==> config.mk <==
export PLATFORM = sky130hd
export DESIGN_NAME = map_latch_gen
export DESIGN_NICKNAME = d
export VERILOG_FILES = /design/src/rtl/map_latch_gen.sv
export SDC_FILE = /design/constraint.sdc
export NUM_CORES = 1
export LEC_CHECK = 0
export BUFFER_PORTS_ARGS = -buffer_cell sky130_fd_sc_hd__buf_2
export CELL_PAD_IN_SITES_DETAIL_PLACEMENT = 1
export CELL_PAD_IN_SITES_GLOBAL_PLACEMENT = 2
export CORE_UTILIZATION = 10
export DETAILED_ROUTE_END_ITERATION = 8
export GPL_ROUTABILITY_DRIVEN = 0
export PLACE_DENSITY = 0.79
export SYNTH_ARGS = -nofsm -noshare
export SYNTH_HDL_FRONTEND = slang
export SYNTH_SLANG_ARGS = --single-unit
==> constraint.sdc <==
create_clock -name m2 -period 2.15 [get_ports m2]
set_input_delay 0.3225 -clock m2 [delete_from_list [all_inputs] [get_ports m2]]
set_output_delay 0.3225 -clock m2 [all_outputs]
set_load 0.02 [all_outputs]
==> src/rtl/map_latch_gen.sv <==
// Discrete-latch PRG/CHR bank mapper with an optional speech-sample trigger sequencer.
// Define MAP_SPEECH_EN to build the sequencer, its CPU window, readback and save-state slot 2.
module map_latch_gen #(
   parameter int unsigned PRG_BITS  = 2,
   parameter int unsigned CHR_BITS  = 3,
   parameter logic [3:0]  REG_NIB   = 4'h6,
   parameter logic [3:0]  SPK_NIB   = 4'h7,
   parameter int unsigned START_CYC = 4,
   parameter int unsigned PLAY_CYC  = 4096
) (
   input  logic                m2,
   input  logic                map_rst_n,
   input  logic [15:0]         cpu_addr,
   input  logic [7:0]          cpu_data,
   input  logic                cpu_rw,
   input  logic [13:0]         ppu_addr,
   input  logic                cfg_mir_v,
   input  logic [7:0]          cfg_map_idx,
   input  logic                sst_act,
   input  logic                sst_we_reg,
   input  logic [7:0]          sst_addr,
   input  logic [7:0]          sst_dato,
   output logic [7:0]          sst_di,
   output logic [PRG_BITS-1:0] prg_bank,
   output logic [CHR_BITS-1:0] chr_bank,
   output logic                ciram_a10,
   output logic                ciram_ce,
   output logic                cpu_oe,
   output logic [7:0]          cpu_do,
   output logic                spk_start,
   output logic [3:0]          spk_id,
   output logic                spk_irq
);

   // ------------------------------------------------------------------
   // Bus decode shared by the latch and the sequencer
   // ------------------------------------------------------------------
   logic cpu_wr;
   logic reg_sel;
   logic sst_wr0;
   logic sst_wr1;
   logic sst_wr2;

   assign cpu_wr  = !cpu_rw && !sst_act;
   assign reg_sel = (cpu_addr[15:12] == REG_NIB);
   assign sst_wr0 = sst_we_reg && (sst_addr == 8'd0);
   assign sst_wr1 = sst_we_reg && (sst_addr == 8'd1);
   assign sst_wr2 = sst_we_reg && (sst_addr == 8'd2);

   // Full-width bank fields scattered across the data byte; upper bits drop when narrower.
   logic [2:0] prg_full;
   logic [4:0] chr_full;

   assign prg_full = {cpu_data[7], cpu_data[5:4]};
   assign chr_full = {cpu_data[3], cpu_data[2], cpu_data[6], cpu_data[1:0]};

   // ------------------------------------------------------------------
   // Bank latch
   // ------------------------------------------------------------------
   logic [PRG_BITS-1:0] prg_q, prg_d;
   logic [CHR_BITS-1:0] chr_q, chr_d;

   // NOTE: every combinational output gets its hold value first, so no path leaves it unassigned and no latch is inferred.
   always_comb begin
      prg_d = prg_q;
      chr_d = chr_q;
      if (cpu_wr && reg_sel) begin
         prg_d = prg_full[PRG_BITS-1:0];
         chr_d = chr_full[CHR_BITS-1:0];
      end
      if (sst_wr0) prg_d = sst_dato[PRG_BITS-1:0];
      if (sst_wr1) chr_d = sst_dato[CHR_BITS-1:0];
   end

   // NOTE: state registers use non-blocking assignments; all state advances on the falling edge of m2.
   always_ff @(negedge m2 or negedge map_rst_n) begin
      if (!map_rst_n) begin
         prg_q <= '0;
         chr_q <= '0;
      end else begin
         prg_q <= prg_d;
         chr_q <= chr_d;
      end
   end

   assign prg_bank  = prg_q;
   assign chr_bank  = chr_q;
   assign ciram_a10 = cfg_mir_v ? ppu_addr[10] : ppu_addr[11];
   assign ciram_ce  = !ppu_addr[13];

   logic [7:0] sst_spk;

`ifdef MAP_SPEECH_EN
   // ------------------------------------------------------------------
   // Speech trigger sequencer
   // ------------------------------------------------------------------
   localparam int unsigned MAX_CYC = (START_CYC > PLAY_CYC) ? START_CYC : PLAY_CYC;
   localparam int unsigned CNT_W   = $clog2(MAX_CYC) + 1;
   localparam logic [CNT_W-1:0] START_LAST = CNT_W'(START_CYC - 1);
   localparam logic [CNT_W-1:0] PLAY_LAST  = CNT_W'(PLAY_CYC - 1);

   typedef enum logic [1:0] {
      ST_IDLE  = 2'd0,
      ST_START = 2'd1,
      ST_BUSY  = 2'd2
   } spk_state_e;

   spk_state_e       state_q, state_d;
   logic [CNT_W-1:0] cnt_q, cnt_d, cnt_inc;
   logic [3:0]       id_q, id_d;
   logic             irq_en_q, irq_en_d;
   logic             irq_q, irq_d;
   logic             spk_sel;
   logic             spk_wr;
   logic             busy;

   assign spk_sel = (cpu_addr[15:12] == SPK_NIB);
   assign spk_wr  = cpu_wr && spk_sel;
   assign cnt_inc = (&cnt_q) ? cnt_q : cnt_q + CNT_W'(1);

   always_comb begin
      state_d  = state_q;
      cnt_d    = cnt_q;
      id_d     = id_q;
      irq_en_d = irq_en_q;
      irq_d    = irq_q;

      case (state_q)
         ST_START: begin
            if (cnt_q == START_LAST) begin
               state_d = ST_BUSY;
               cnt_d   = '0;
            end else begin
               cnt_d = cnt_inc;
            end
         end
         ST_BUSY: begin
            if (cnt_q == PLAY_LAST) begin
               state_d = ST_IDLE;
               cnt_d   = '0;
               if (irq_en_q) irq_d = 1'b1;
            end else begin
               cnt_d = cnt_inc;
            end
         end
         default: ;
      endcase

      // A CPU write overrides the sequencing above, including a completion on the same edge.
      if (spk_wr) begin
         irq_d = 1'b0;
         if (!cpu_data[4]) begin
            state_d = ST_IDLE;
            cnt_d   = '0;
         end else if (state_q == ST_IDLE) begin
            state_d  = ST_START;
            cnt_d    = '0;
            id_d     = cpu_data[3:0];
            irq_en_d = cpu_data[5];
         end
      end

      if (sst_wr2) begin
         irq_en_d = sst_dato[7];
         irq_d    = sst_dato[6];
         state_d  = (sst_dato[5:4] == 2'd3) ? ST_IDLE : spk_state_e'(sst_dato[5:4]);
         cnt_d    = '0;
         id_d     = sst_dato[3:0];
      end
   end

   always_ff @(negedge m2 or negedge map_rst_n) begin
      if (!map_rst_n) begin
         state_q  <= ST_IDLE;
         cnt_q    <= '0;
         id_q     <= 4'h0;
         irq_en_q <= 1'b0;
         irq_q    <= 1'b0;
      end else begin
         state_q  <= state_d;
         cnt_q    <= cnt_d;
         id_q     <= id_d;
         irq_en_q <= irq_en_d;
         irq_q    <= irq_d;
      end
   end

   assign busy      = (state_q != ST_IDLE);
   assign spk_start = (state_q == ST_START);
   assign spk_id    = id_q;
   assign spk_irq   = irq_q;
   assign cpu_oe    = cpu_rw && spk_sel;
   assign cpu_do    = cpu_oe ? {1'b0, busy, irq_q, 1'b0, id_q} : 8'h00;
   assign sst_spk   = {irq_en_q, irq_q, state_q, id_q};
`else
   logic unused_cfg;

   assign spk_start  = 1'b0;
   assign spk_id     = 4'h0;
   assign spk_irq    = 1'b0;
   assign cpu_oe     = 1'b0;
   assign cpu_do     = 8'h00;
   assign sst_spk    = 8'hFF;
   assign unused_cfg = ^{SPK_NIB, 32'(START_CYC), 32'(PLAY_CYC), sst_wr2};
`endif

   // ------------------------------------------------------------------
   // Save-state readback
   // ------------------------------------------------------------------
   always_comb begin
      sst_di = 8'hFF;
      case (sst_addr)
         8'd0:    sst_di = 8'(prg_q);
         8'd1:    sst_di = 8'(chr_q);
         8'd2:    sst_di = sst_spk;
         8'd127:  sst_di = cfg_map_idx;
         default: sst_di = 8'hFF;
      endcase
   end

   logic unused_bits;
   assign unused_bits = ^{cpu_addr, cpu_data, ppu_addr, sst_dato, prg_full, chr_full};

endmodule

---- Word level (Yosys, flattened, before mapping) ----
Index checks and enable logic that the tools add are counted.
cells by class
  equal/unequal tests ..................... 3
  muxes and demuxes ....................... 6
  reductions and logical operators ........ 10
operators by type and width
  operator                                                         number
  8-bit case mux with 3 select lines                               1
  8-bit by 1-bit == test with 1-bit output, second input constant  1
  8-bit by 7-bit == test with 1-bit output, second input constant  1
  8-bit zero test                                                  1
  3-bit 2-to-1 mux                                                 2
  4-bit by 3-bit == test with 1-bit output, second input constant  1
  1-bit logical AND                                                4
  2-bit 2-to-1 mux                                                 2
  2-bit nonzero test                                               2
  1-bit zero test                                                  3
  1-bit 2-to-1 mux                                                 1
storage, ports and cells
  bits in registers ....................... 5
  bits of input ports ..................... 68
  output and inout bits ................... 30
  word-level logic and storage cells ...... 21

---- Depth between registers and ports, before layout ----
Gate-level depths: netlist (run 1).
  word-level depth ........................ 5
  gate-level depth with buffers ........... 6
  mapped depth without buffers ............ 4

==> impl_metrics.json, run 1 <==
{
  "seq_area_frac_synth_pct": 21.88,
  "syn_inst": 63,
  "path_common_cell": "or4_4",
  "antenna_left": 0,
  "rows": 27,
  "outcome": "finished, violations left",
  "drt_iter0_markers": 11,
  "worst_clock_skew_ps": 0,
  "path_class": "primary input to register",
  "antenna_found_initial": 0,
  "numCtsBuffers": 3,
  "drive_gt1_share_pct": 62.99,
  "path_clk_slew_ps": 30,
  "total_power_uw": 593.6,
  "port_buffers": 51,
  "max-vdd-ir-drop_mv": 0.1436,
  "violations": "setup timing",
  "synth_area_um2": 571.8,
  "seqPwrFrac_pct": 22.4,
  "p_comb_share_pct": 48.2,
  "drc": 0,
  "fp.dieArea_um2": 6024,
  "io-pin-count": 98,
  "power_frac_clock_pct": 29.4,
  "path_max_fanout": 2,
  "critPathArrivalTime_ps": 2060,
  "grt_pass1_vias": 740,
  "die_y_um": 77.62,
  "p_sw_share_pct": 31.06,
  "syn2layout_area_growth_pct": 90.15,
  "syn_area_per_cell_um2": 9.076,
  "cp.required_ps": 1160,
  "firstDrtPassIters": 2,
  "final_cell_area_um2": 1087,
  "drt-vias-per-instance": 3.302,
  "place_ws_ps": -1186,
  "cts-root-buf": "clkbuf_8",
  "via_count": 657,
  "cts_tree": "done",
  "grt_pass1_wl_mm": 3.367,
  "p_per_area_nw_per_um2": 546.0,
  "routedWlPerCell_um": 10.15,
  "endpoint_kind": "register",
  "hold_viol": 0,
  "start_kind": "primary input",
  "synth.distinct_cells": 21,
  "ys_warn_count": 0,
  "dpl_cell_area_um2": 927.1,
  "track_usage_pct": 7.403,
  "rsz0062_at_grt": "true",
  "dp_hpwl_mm": 1.755,
  "cpLargestDelayFamily": "simple AND/OR/NAND/NOR gates",
  "fin_ws_ps": -900.0,
  "clk_path_buf_depth": 2,
  "die_width_um": 77.62,
  "cp_cell_sequence": "buf_6 -> or4_4 -> or4_4 -> or3b_4 -> mux2_4",
  "slew_violations": 0,
  "worst-path-buf-inv": 1,
  "finalSetupViolations": 13,
  "crit_path_max_incr_delay_ps": 520,
  "grt_remaining_overflow": 0,
  "grt_max_degree": 11,
  "cts_max_level": 1,
  "p_leak_uw": 0.0005330,
  "slowest_stage": "or4_4",
  "nets": 196,
  "drt-total-wl_mm": 2.020,
  "synth-seq-cells": 5,
  "hold_buffers": 0,
  "cts_sinks": 5,
  "start_util_pct": 10.38,
  "maxCapViolCount": 0,
  "p_int_uw": 409.3,
  "coreArea_um2": 5507,
  "min_path_type": "register to register",
  "p_switching_uw": 184.4,
  "clk_latency_ps": 250,
  "diodes": 0
}
## worst paths after layout
path,endpoint,depth (start not counted),slack [ps],from
max,prg_bank[0]$_DFFE_NN0P_,5,-900,sst_addr[5]
min,prg_bank[1]$_DFFE_NN0P_,3,690,prg_bank[1]$_DFFE_NN0P_
max reg2reg,chr_bank[0]$_DFFE_NN0P_,5,810,chr_bank[0]$_DFFE_NN0P_
min reg2reg,prg_bank[1]$_DFFE_NN0P_,3,690,prg_bank[1]$_DFFE_NN0P_
max in group asynchronous,prg_bank[1]$_DFFE_NN0P_,1,1140,map_rst_n
min in group asynchronous,chr_bank[2]$_DFFE_NN0P_,1,850,map_rst_n
## per-layer routing
metal | vias to the layer above | wire (um) | global-route usage [%]
met3 | 5 | 230 | 3.647
met5 | - | 0 | 0
li1 | 318 | - | -
met4 | 0 | 30 | 2.830
met1 | 301 | 721 | 7.329
met2 | 33 | 1037 | 13.19
## layout by cell type, fill, tap and decap left out, drive strengths merged
cell    count
clkbuf      4
and2        1
dfrtn       5
mux2       11
nand2       3
buf        64
nor2        4
mux2i       2
or4         3
nand4       1
conb       15
a211o       3
or3b        1
inv         2
o21a        5
nor4        1
nand3b      1
nor4b       1
## Yosys cell counts (all sizes together)
master / number / area (um2)
or4: 3 / 22.52
clkbuf: 2 / 7.510
mux2: 11 / 131.4
conb: 1 / 3.750
nand2: 3 / 11.26
nand4: 1 / 6.260
nor2: 4 / 15.01
inv: 2 / 7.510
a211o: 3 / 26.28
and2: 1 / 6.260
or3b: 1 / 11.26
mux2i: 2 / 20.02
dfrtn: 5 / 125.1
buf: 16 / 117.6
nand3b: 1 / 7.510
nor4: 1 / 6.260
o21a: 5 / 37.54
nor4b: 1 / 8.760
## final cells by class
cell class / instances / area (um2)
flip-flops and latches: 5 / 125.1
clock buffers: 4 / 45.04
well taps: 72 / 90.09
repair buffers: 64 / 437.9
fillers: 663 / 4419
multi-input cells: 52 / 381.6
inverters: 2 / 7.507
## worst min-delay path, cell delays in order, from the launching register on
cell and delay, ps:
dfrtn_1 410, buf_6 110, mux2_1 120, mux2_4 130
## cell families after synthesis
group	count (synthesis)	share of synthesized area, %
buf+inv	20	23.20
simple gates	16	16.63
mux	13	26.48
compound gates	8	11.16
flops	5	21.88
other cells	1	0.6558
## sequential cells by signal (all words and copies together), names as in the netlist
| signal | cells |
|---|---|
| prg_bank | 2 |
| chr_bank | 3 |
## power by group through the flow
stage	clock network (uW)	logic (uW)	registers, uW
CTS	178	283	131
global placement	0	216	132
detailed placement	0	217	132
global route	185	311	136
floorplan	0	104	158
finish	174	286	133
## timing repair
item,4_1_cts,5_1_grt
endpoints found under the setup margin,18,18
setup buffers,7,5
endpoints found under the hold margin,0,0
gates resized for setup,22,7
## per-stage QoR
stage               cells  utilization, %  hold WS, ps  TNS, ps
CTS                   199           19.50        699.5    -6437
finish                199           19.75        693.5    -6424
floorplan              77               -        719.5    -5292
global placement      192           16.84        691.7    -6740
global route          199           19.75        740.9    -7166
detailed placement    192           16.84        691.5    -6968
Power figures use the tool's default switching activity.
==> inputs of run 2 (changes only) <==
--- a/config.mk
+++ b/config.mk
@@ -8,10 +8,12 @@
 export BUFFER_PORTS_ARGS = -buffer_cell sky130_fd_sc_hd__buf_2
 export CELL_PAD_IN_SITES_DETAIL_PLACEMENT = 1
 export CELL_PAD_IN_SITES_GLOBAL_PLACEMENT = 2
+export CORE_ASPECT_RATIO = 0.9
 export CORE_UTILIZATION = 10
 export DETAILED_ROUTE_END_ITERATION = 8
 export GPL_ROUTABILITY_DRIVEN = 0
 export PLACE_DENSITY = 0.79
+export SKIP_CTS_REPAIR_TIMING = 1
 export SYNTH_ARGS = -nofsm -noshare
 export SYNTH_HDL_FRONTEND = slang
 export SYNTH_SLANG_ARGS = --single-unit
==> run 2 against run 1 <==
Effect of this change:
- the flow still finishes with violations (setup timing)
- critical path depth unchanged
- cell count down 3.0%
- combinational power down 10%
- cell area down 3.5%
- global-route usage down 1.3 points
- flip-flop and latch count unchanged
- non-clock buffer count down 1
- sequential power about the same
- die area about the same
- clock skew unchanged
- critical path type unchanged
- largest cell class unchanged
==> impl_metrics.json, run 2 (same netlist as run 1, synthesis figures left out) <==
{
  "critPathArrivalTime_ps": 2080,
  "antenna_found_initial": 0,
  "cts_tree": "done",
  "worst_clock_skew_ps": 0,
  "multi_input_area_um2": 381.6,
  "dp_hpwl_mm": 1.746,
  "drt_iter0_markers": 7,
  "track_usage_pct": 6.105,
  "final_cell_mix": "43 x buf_2, 15 x conb_1, 11 x buf_6, 9 x buf_4, 7 x mux2_2",
  "fin_ws_ps": -924.1,
  "worst_pin_slew_ps": 522.0,
  "coreArea_um2": 5380,
  "die_width_um": 81.71,
  "grt_max_degree": 11,
  "crit_path_max_incr_delay_ps": 530,
  "routedWlPerCell_um": 9.964,
  "grt_remaining_overflow": 0,
  "start_kind": "primary input",
  "cts_max_level": 1,
  "via_count": 656,
  "io-pin-count": 98,
  "grt_pass1_wl_mm": 2.739,
  "diodes": 0,
  "numCtsBuffers": 3,
  "path_max_fanout": 2,
  "min_path_type": "register to register",
  "nets": 195,
  "slowest_stage": "or4_4",
  "path_common_cell": "or4_4",
  "firstDrtPassIters": 2,
  "cpLargestDelayFamily": "simple AND/OR/NAND/NOR gates",
  "die_y_um": 73.74,
  "place_ws_ps": -1209,
  "maxCapViolCount": 0,
  "syn2layout_area_growth_pct": 83.59,
  "cts_sinks": 5,
  "path_clk_slew_ps": 30,
  "clk_latency_ps": 240,
  "cp.required_ps": 1160,
  "layout_commonest_cell": "buf_2",
  "slew_violations": 0,
  "drc": 0,
  "port_buffers": 51,
  "fillerInstances": 675,
  "drt-vias-per-instance": 3.399,
  "maxSlewHeadroom_pct": 64.88,
  "fp.dieArea_um2": 6025,
  "cp_cell_sequence": "buf_6 -> or4_4 -> or4_4 -> or3b_4 -> mux2_4",
  "max-vdd-ir-drop_mv": 0.1429,
  "outcome": "finished, violations left",
  "clk_path_buf_depth": 2,
  "p_per_area_nw_per_um2": 535.0,
  "endpoint_kind": "register",
  "start_util_pct": 10.63,
  "violations": "setup timing",
  "path_class": "primary input to register",
  "p_leak_uw": 0.0005171,
  "largest_reg_flops": 3,
  "worst-path-buf-inv": 1,
  "hold_viol": 0,
  "final-seq-area_um2": 125.1,
  "drive_gt1_share_pct": 62.70,
  "finalSetupViolations": 13,
  "drt-total-wl_mm": 1.923,
  "rows": 25,
  "worst_hold_slack_ps": 642.3,
  "antenna_left": 0,
  "grt_pass1_vias": 644,
  "rsz0062_at_grt": "true",
  "cts-root-buf": "clkbuf_8"
}
## run 2: final timing paths
kind                                          from                 endpoint  slack (ps)  cells after the start
max in group asynchronous                map_rst_n  chr_bank[2]$_DFFE_NN0P_        1130                      1
min in group asynchronous                map_rst_n  chr_bank[0]$_DFFE_NN0P_         850                      1
min                        chr_bank[2]$_DFFE_NN0P_  chr_bank[2]$_DFFE_NN0P_         640                      2
max                                    sst_addr[5]  prg_bank[0]$_DFFE_NN0P_        -920                      5
max reg2reg                prg_bank[1]$_DFFE_NN0P_  prg_bank[1]$_DFFE_NN0P_         960                      3
min reg2reg                chr_bank[2]$_DFFE_NN0P_  chr_bank[2]$_DFFE_NN0P_         640                      2
## run 2: metrics by stage
stage          cells  util (%)  area [um2]  TNS (ps)  power [uW]
6_report         193     19.51        1050     -6194       561.7
2_1_floorplan     77         -       631.9     -5292       262.2
3_5_place_dp     188     17.26       928.4     -7159       347.2
3_3_place_gp     188     17.26       928.4     -6921       343.7
5_1_grt          193     19.51        1050     -6850       595.1
4_1_cts          192     18.09       973.4     -6784       525.9
## run 2: final cells by class
type	instances	area share, %
Timing Repair Buffer	63	38.74
Multi-Input combinational cell	52	36.35
Sequential cell	5	11.92
Tap cell	67	7.986
Clock buffer	4	4.291
Inverter	2	0.7151
## run 2: where the power goes
part,total (uW),leakage [uW],internal [uW],switching [uW]
Sequential,132,0.0000634,118,14.7
Clock,174,0.0000228,127,46.3
Combinational,256,0.000431,142,113
Total,562,0.000517,387,174
## run 2: worst register-to-register path: cells and delay by family, from the launching register on
kind                   cells  cell delay, ps
multiplexers               2             570
flip-flops                 1             340
buffers and inverters      1             120
## run 2: routing by layer
layer	routed length, um	up-vias	track usage [%]
met3	58	6	0.8696
met1	581	318	5.376
li1	-	317	-
met5	0	-	0
met4	46	0	2.924
met2	1237	15	13.06
==> inputs of run 3 (changes only) <==
==> config.mk (replaced) <==
export PLATFORM = sky130hd
export DESIGN_NAME = map_latch_gen
export DESIGN_NICKNAME = d
export VERILOG_FILES = /design/src/rtl/map_latch_gen.sv
export SDC_FILE = /design/constraint.sdc
export NUM_CORES = 1
export LEC_CHECK = 0
export BUFFER_PORTS_ARGS = -buffer_cell sky130_fd_sc_hd__buf_2
export CELL_PAD_IN_SITES_DETAIL_PLACEMENT = 0
export CELL_PAD_IN_SITES_GLOBAL_PLACEMENT = 1
export CORE_ASPECT_RATIO = 0.9
export CORE_UTILIZATION = 14
export DETAILED_ROUTE_END_ITERATION = 8
export GPL_ROUTABILITY_DRIVEN = 0
export PLACE_DENSITY = 0.79
export SKIP_CTS_REPAIR_TIMING = 1
export SLEW_MARGIN = 10
export SYNTH_ARGS = -nofsm -noshare
export SYNTH_HDL_FRONTEND = slang
export SYNTH_SLANG_ARGS = --single-unit
==> run 3 against run 2 <==
Effect of this change:
- the run still ends with setup timing left
- worst hold slack improved by 70 ps
- cell area fell by 0.83%
- count of clock-buffer cells in the layout did not move
- critical path type unchanged
- first-iteration DRC count rose to 2.6 times the previous value
- flip-flop and latch count did not move
- clock power barely moved
- combinational power rose by 3%
- critical endpoint is now prg_bank[1]$_DFFE_NN0P_
==> impl_metrics.json, run 3 (same netlist as run 1, synthesis figures left out) <==
{
  "crit_path_max_incr_delay_ps": 510,
  "rows": 21,
  "syn2layout_area_growth_pct": 82.06,
  "fin_setup_tns_ps": -6067,
  "path_class": "primary input to register",
  "layout_commonest_cell": "buf_2",
  "min_path_type": "register to register",
  "hold_viol": 0,
  "endpoint_kind": "register",
  "drc": 0,
  "fin_ws_ps": -898.4,
  "outcome": "finished, violations left",
  "routedWlPerCell_um": 9.543,
  "io-pin-count": 98,
  "cp_cell_sequence": "buf_6 -> or4_1 -> or4_4 -> or3b_4 -> mux2_4",
  "worst_clock_skew_ps": 0,
  "slowest_stage": "or4_1",
  "max-vdd-ir-drop_mv": 0.1688,
  "dp_hpwl_mm": 1.399,
  "fp.dieArea_um2": 4344,
  "clk_path_buf_depth": 2,
  "die_width_um": 69.37,
  "antenna_left": 0,
  "largest_reg_flops": 3,
  "p_leak_uw": 0.0005293,
  "coreArea_um2": 3810,
  "fillerInstances": 398,
  "drt-total-wl_mm": 1.651,
  "drt_iter0_markers": 18,
  "start_util_pct": 15.01,
  "start_kind": "primary input",
  "grt_remaining_overflow": 0,
  "firstDrtPassIters": 2,
  "cts-root-buf": "clkbuf_8",
  "numCtsBuffers": 3,
  "cp.required_ps": 1160,
  "diodes": 0,
  "finalSetupViolations": 13,
  "die_y_um": 62.63,
  "r2r-start": "prg_bank[0]$_DFFE_NN0P_",
  "critical_path.startpoint": "sst_addr[5]",
  "grt_pass1_wl_mm": 2.311,
  "nets": 196,
  "via_count": 635,
  "path_max_fanout": 2,
  "total_power_uw": 571.7,
  "violations": "setup timing",
  "place_ws_ps": -1176,
  "port_buffers": 51,
  "critPathArrivalTime_ps": 2060,
  "grt_max_degree": 11,
  "clk_latency_ps": 240,
  "slew_violations": 0,
  "drt-vias-per-instance": 3.671,
  "grt_pass1_vias": 523,
  "rsz0062_at_grt": "true",
  "path_clk_slew_ps": 30,
  "cts_tree": "done",
  "worst-path-buf-inv": 1,
  "cts_sinks": 5,
  "cts_max_level": 1,
  "p_per_area_nw_per_um2": 549.2,
  "hp-start": "prg_bank[1]$_DFFE_NN0P_",
  "final_cell_mix": "42 x buf_2, 15 x conb_1, 14 x buf_6, 8 x buf_4, 7 x mux2_2",
  "maxCapViolCount": 0,
  "track_usage_pct": 6.943,
  "antenna_found_initial": 0,
  "drive_gt1_share_pct": 62.20,
  "cpLargestDelayFamily": "simple AND/OR/NAND/NOR gates"
}
==> run 3: changes by cell type in the layout (fill, tap and decap cells not counted) <==
cell	delta
or4_1	+1
or4_4	-1
buf_4	-1
buf_6	+3
buf_2	-1
==> run 3: per-stage QoR <==
step           hold WS, ps  util [%]  cell area [um2]  cells
2_1_floorplan        719.5         -            631.9     77
3_3_place_gp         685.2     23.88            909.6    168
3_5_place_dp         681.9     23.88            909.6    168
4_1_cts              695.6     25.06            954.7    172
5_1_grt              727.0     27.32             1041    173
6_report             712.3     27.32             1041    173
==> run 3: area by class of cell <==
type,instances,area (um2),area share (%)
repair buffers,64,427.9,41.11
multi-input cells,52,377.9,36.30
flip-flops and latches,5,125.1,12.02
well taps,46,57.56,5.529
clock buffers,4,45.04,4.327
inverters,2,7.507,0.7212
==> run 3: metal layers <==
layer	wire length (um)	vias to the layer above	global-route usage [%]
met5	0	-	0
met4	14	0	4.592
met3	53	2	0.9677
met2	1021	19	13.23
met1	562	294	6.954
li1	-	320	-
==> run 3: final timing paths <==
path                                            to  slack (ps)  depth (start not counted)
setup / recovery           prg_bank[1]$_DFFE_NN0P_        -900                          5
hold / removal             prg_bank[1]$_DFFE_NN0P_         710                          3
setup reg to reg           prg_bank[0]$_DFFE_NN0P_         960                          3
hold reg to reg            prg_bank[1]$_DFFE_NN0P_         710                          3
max in group asynchronous  chr_bank[0]$_DFFE_NN0P_        1130                          1
min in group asynchronous  prg_bank[0]$_DFFE_NN0P_         850                          1
==> run 3: worst min-delay path, stage by stage, from the launching register on <==
cell and delay, ps:
dfrtn_1 420, buf_6 100, mux2_1 130, mux2_4 140
==> run 3: power by group <==
group          internal [uW]  total, uW  switching [uW]
sequential               118        134            16.6
combinational            150        264             114
clock                    127        174            46.4
